<file path="config.mk">
export PLATFORM = sky130hd
export DESIGN_NAME = regfile_scoreboard
export DESIGN_NICKNAME = d
export VERILOG_FILES = /design/src/rtl/regfile_scoreboard.sv
export SDC_FILE = /design/constraint.sdc
export NUM_CORES = 2
export LEC_CHECK = 0
export CAP_MARGIN = 15
export CORE_UTILIZATION = 45
export DETAILED_ROUTE_END_ITERATION = 10
export PLACE_DENSITY_LB_ADDON = 0.15
export SLEW_MARGIN = 15
export SYNTH_ARGS = -nofsm -noshare
export SYNTH_HDL_FRONTEND = slang
export SYNTH_SLANG_ARGS = --single-unit
</file>
<file path="constraint.sdc">
create_clock -name clock -period 10.4 [get_ports clock]
set_input_delay 2.6 -clock clock [delete_from_list [all_inputs] [get_ports clock]]
set_output_delay 2.6 -clock clock [all_outputs]
set_load 0.05 [all_outputs]
</file>
<file path="src/rtl/regfile_scoreboard.sv">
// ============================================================================
// Module   : regfile_scoreboard
// Purpose  : 2R/1W register file (x0 hardwired to zero) with a per-register
//            pending bit and popcount for decode/writeback hazard tracking.
//            Optional macro REGFILE_BYPASS_EN enables write-to-read forwarding.
// Revision : 1.0 - initial release
// ============================================================================
`default_nettype none

module regfile_scoreboard #(
  parameter int DATA_WIDTH = 32,
  parameter int ADDR_WIDTH = 5
) (
  input  logic                  clock,
  input  logic                  reset_n,
  input  logic                  we,
  input  logic [ADDR_WIDTH-1:0] wr_addr,
  input  logic [DATA_WIDTH-1:0] wr_data,
  input  logic [ADDR_WIDTH-1:0] rd_addr_a,
  input  logic [ADDR_WIDTH-1:0] rd_addr_b,
  output logic [DATA_WIDTH-1:0] rd_data_a,
  output logic [DATA_WIDTH-1:0] rd_data_b,
  output logic                  rd_pending_a,
  output logic                  rd_pending_b,
  input  logic                  rsv_en,
  input  logic [ADDR_WIDTH-1:0] rsv_addr,
  output logic                  rsv_ok,
  input  logic                  flush,
  output logic [ADDR_WIDTH:0]   pending_count
);

  localparam int DEPTH = 2 ** ADDR_WIDTH;

  logic [DATA_WIDTH-1:0] regs_q [DEPTH];
  logic [DEPTH-1:0]      pending_q, pending_d;
  logic [ADDR_WIDTH:0]   count_q, count_d;

  logic wr_hit;
  logic rsv_set;
  logic rsv_same;
  logic wr_clr;
  logic fwd_a, fwd_b;

  always_comb begin
    rsv_ok   = rsv_en & ~flush & ~pending_q[rsv_addr];
    rsv_set  = rsv_ok & (rsv_addr != '0);
    wr_hit   = we & (wr_addr != '0);
    // A reserve to the register being written keeps its pending bit set,
    // whether or not the reserve itself is accepted this cycle.
    rsv_same = rsv_en & ~flush & wr_hit & (rsv_addr == wr_addr);
    wr_clr   = wr_hit & pending_q[wr_addr] & ~rsv_same;

    pending_d = pending_q;
    count_d   = count_q;
    if (flush) begin
      pending_d = '0;
      count_d   = '0;
    end else begin
      if (wr_clr)  pending_d[wr_addr]  = 1'b0;
      if (rsv_set) pending_d[rsv_addr] = 1'b1;
      count_d = count_q + {{ADDR_WIDTH{1'b0}}, rsv_set}
                        - {{ADDR_WIDTH{1'b0}}, wr_clr};
    end
  end

  always_ff @(posedge clock or negedge reset_n) begin
    if (!reset_n) begin
      pending_q <= '0;
      count_q   <= '0;
    end else begin
      pending_q <= pending_d;
      count_q   <= count_d;
    end
  end

  always_ff @(posedge clock or negedge reset_n) begin
    if (!reset_n) begin
      for (int i = 0; i < DEPTH; i++) regs_q[i] <= '0;
    end else if (wr_hit) begin
      regs_q[wr_addr] <= wr_data;
    end
  end

`ifdef REGFILE_BYPASS_EN
  assign fwd_a = wr_hit & (wr_addr == rd_addr_a);
  assign fwd_b = wr_hit & (wr_addr == rd_addr_b);
`else
  assign fwd_a = 1'b0;
  assign fwd_b = 1'b0;
`endif

  always_comb begin
    rd_data_a    = '0;
    rd_data_b    = '0;
    rd_pending_a = 1'b0;
    rd_pending_b = 1'b0;
    if (fwd_a) begin
      rd_data_a = wr_data;
    end else if (rd_addr_a != '0) begin
      rd_data_a    = regs_q[rd_addr_a];
      rd_pending_a = pending_q[rd_addr_a];
    end
    if (fwd_b) begin
      rd_data_b = wr_data;
    end else if (rd_addr_b != '0) begin
      rd_data_b    = regs_q[rd_addr_b];
      rd_pending_b = pending_q[rd_addr_b];
    end
  end

  assign pending_count = count_q;

endmodule

`default_nettype wire
</file>
==> summary.txt <==
Global route
  • GRT Total Usage: 28.5%
  • Pin count of the biggest net entering global routing: 188
  • Vias in the first global route: 38,100
  • First-pass GRT wire length: 264,000 µm
  • Remaining global-route overflow: 0
  • Initial antenna violation count: 13

Logic synthesis
  • Cells after Synth: 3,608
  • Most common cell in the synthesized netlist: dfrtp_1
  • Cell Area, Synth: 56,900 µm²
  • Post-synth EDFFs: 0
  • Mean Syn Cell Area: 15.8 µm²
  • Synth Register Bits: 1,062
  • Share of the synthesized area in the top cell type: 46.7%
  • Synth Flop Type: dfrtp_1
  • Ranking of synthesized cells by area: dfrtp_1, mux4_2, mux2_2
  • Yosys warnings: 0
  • Netlist cell types: 47
  • Sequential fraction of the synthesis area: 46.7%
  • Cell taking the most area after synthesis: dfrtp_1
  • Post-synthesis async set-or-reset flop share: 100%
  • Mapped Nets: 3,672
  • Commonest cells post-synth: dfrtp_1, mux2_2, mux4_2, clkbuf_1, mux2i_1

Power
  • Clock power frac: 34.7%
  • Pleak: 0.0273 µW
  • Net Sw Power: 3600 µW
  • Maximum vdd drop: 133 µV
  • Internal power: 9210 µW
  • Gate power share: 22.6%
  • PwrDens: 201 nW/µm²
  • Sequential share of power: 42.6%
  • Switching Share: 28.1%

Placed design
  • Pre-CTS WS: 1.55 ns
  • Count of input and output buffers: 129
  • HPWL after detailed placement: 102,000 µm
  • Global placer's final weighted congestion: 0.898

STA
  • Min Tclk post-route: 8.91 ns
  • Rel. slew slack: 23.2%
  • Final Skew: 0.0157 ns
  • Final setup vio count: 0
  • Setup_tns: 0 ns
  • Slew Viols, Final: 0
  • Slew @ Worst Pin: 1.15 ns
  • Final hold vios: 0
  • Worst setup margin: 1.49 ns
  • Max Fclk: 112 MHz
  • RSZ-0062 raised after global routing: no
  • Period Utilization, post-route: 85.7%

Setup path
  • Worst Setup Start Kind: primary input
  • Kind of critical path: primary input to primary output
  • Worst endpoint required time: 7.80 ns
  • Setup crit end kind: primary output
  • CP arrival: 6.31 ns
  • Crit Path Max Fanout: 22

Floorplanning
  • Std cell rows: 130
  • Die Ht: 357 µm
  • Die Area: 128,000 µm²
  • Core footprint: 125,000 µm²
  • DIE WIDTH: 357 µm
  • Io pins: 130
  • Initial core utilization: 45.3%

Route
  • Routed len/inst: 33.9 µm
  • Via-to-Cell Ratio: 6.62
  • Wirelength, routed: 179,000 µm
  • Routed via count: 34,900
  • DR DRC count: 0
  • Final ANT Viol Nets: 0
  • First drt pass iteration count: 5
  • Initial DRC count: 2,813

Clock tree
  • Post-CTS Setup Inserts: 0
  • Worst-path clk slew: 0.06 ns
  • Root Driver: clkbuf_16
  • CTS tree: yes
  • CTS H-tree lvls: 3
  • Num Clock Sinks: 1,062
  • Later-pin clock latency in the skew report: 0.74 ns
  • CTS Hold Bufs: 0
  • Post-CTS sizing: 0
  • CTS Buf Count: 118
  • CTS max path bufs: 3

Layout
  • Area Growth Syn to Fin: 12.2%
  • Nets: 3,584
  • Layout cells sized above 1: 53.4%
  • Filler cells: 10,100
  • Area of the multi-input gates: 28,700 µm²
  • Flip-flop and latch area: 26,600 µm²

Hold path
  • HP Class: flip-flop to flip-flop

Status
  • Outcome: finished, final reports clean

Job
  • Max-cap violations: 0
## cell type report
type / count / share of cell area (%)
Antenna cell: 5 / 0.0196
Clock buffer: 170 / 5.49
Clock inverter: 51 / 1.02
Inverter: 20 / 0.118
Multi-Input combinational cell: 2103 / 45.0
Sequential cell: 1062 / 41.7
Tap cell: 1650 / 3.24
Timing Repair Buffer: 215 / 3.44
## power groups by stage
| stage | combinational, µW | clock (µW) | sequential (µW) |
|---|---|---|---|
| after floorplan | 2160 | 0 | 5340 |
| after global placement | 2820 | 0 | 5400 |
| after detailed placement | 2900 | 0 | 5520 |
| after CTS | 2920 | 4540 | 5440 |
| after global routing | 3070 | 4690 | 5560 |
| final | 2900 | 4450 | 5460 |
## layer usage
metal,global-route usage (%),vias to the layer above,part of all wire (%)
li1,-,13900,-
met1,38.0,19300,41
met2,45.9,1362,49
met3,5.82,389,6.9
met4,11.5,12,3.8
met5,0,-,0.038
## worst max-delay path, cell delays in order
cell and delay (ns):
clkdlybuf4s50_1 1.10, mux4_2 0.61, a22o_1 0.23, a211o_1 0.49, nand2b_1 0.26, a21oi_1 0.17
clkdlybuf4s50_1 0.85
## stage by stage
stage               cell area (µm²)  std cells  hold WS [ns]  util (%)  total power (µW)
finish                        63800       5276         0.394      50.9             12800
global route                  63800       5274         0.410      50.8             13300
CTS                           63700       5270         0.397      50.8             12900
detailed placement            59600       5049         0.382      47.5              8420
global placement              59600       5049         0.376      47.5              8220
floorplan                     56900       3608         0.441         -              7500
## worst paths after layout
path	start	end	slack [ns]	cells after the start
max	rsv_addr[0]	rsv_ok	1.49	7
min reg2reg	regs_q[996]$_DFFE_PN0P_	regs_q[996]$_DFFE_PN0P_	0.39	0
max in group asynchronous	reset_n	regs_q[486]$_DFFE_PN0P_	6.21	3
max reg2reg	pending_q[23]$_DFF_PN0_	pending_count[4]$_DFF_PN0_	6.69	15
min in group asynchronous	reset_n	regs_q[253]$_DFFE_PN0P_	1.91	1
min	regs_q[996]$_DFFE_PN0P_	regs_q[996]$_DFFE_PN0P_	0.39	0
## flip-flops by register name, summed over array words and instances (netlist names)
name / flops
pending_q: 32
regs_q: 1024
pending_count: 6
## kinds of logic after synthesis
group                      count (synthesis)  synth area share [%]
AOI/OAI and AO/OA                        211                  2.54
xor gates and xnor gates                   9                 0.139
adders and majority gates                  7                 0.167
buffers and inverters                    443                  3.10
DFF                                     1062                  46.7
muxes                                   1745                  46.1
and+or+nand+nor                          131                  1.20
## layout by cell type, fill, tap and decap left out, types with 15 or more instances in the layout
master	count
a21o_1	69
nor2_4	15
nand2_1	20
mux2_2	996
inv_1	20
clkinv_2	26
o21ai_0	26
o22ai_1	71
clkdlybuf4s50_1	118
buf_12	18
clkbuf_8	31
clkbuf_16	121
mux2i_1	149
buf_4	67
clkbuf_1	20
dfrtp_1	1062
mux4_2	600
Power figures use the tool's default switching activity.
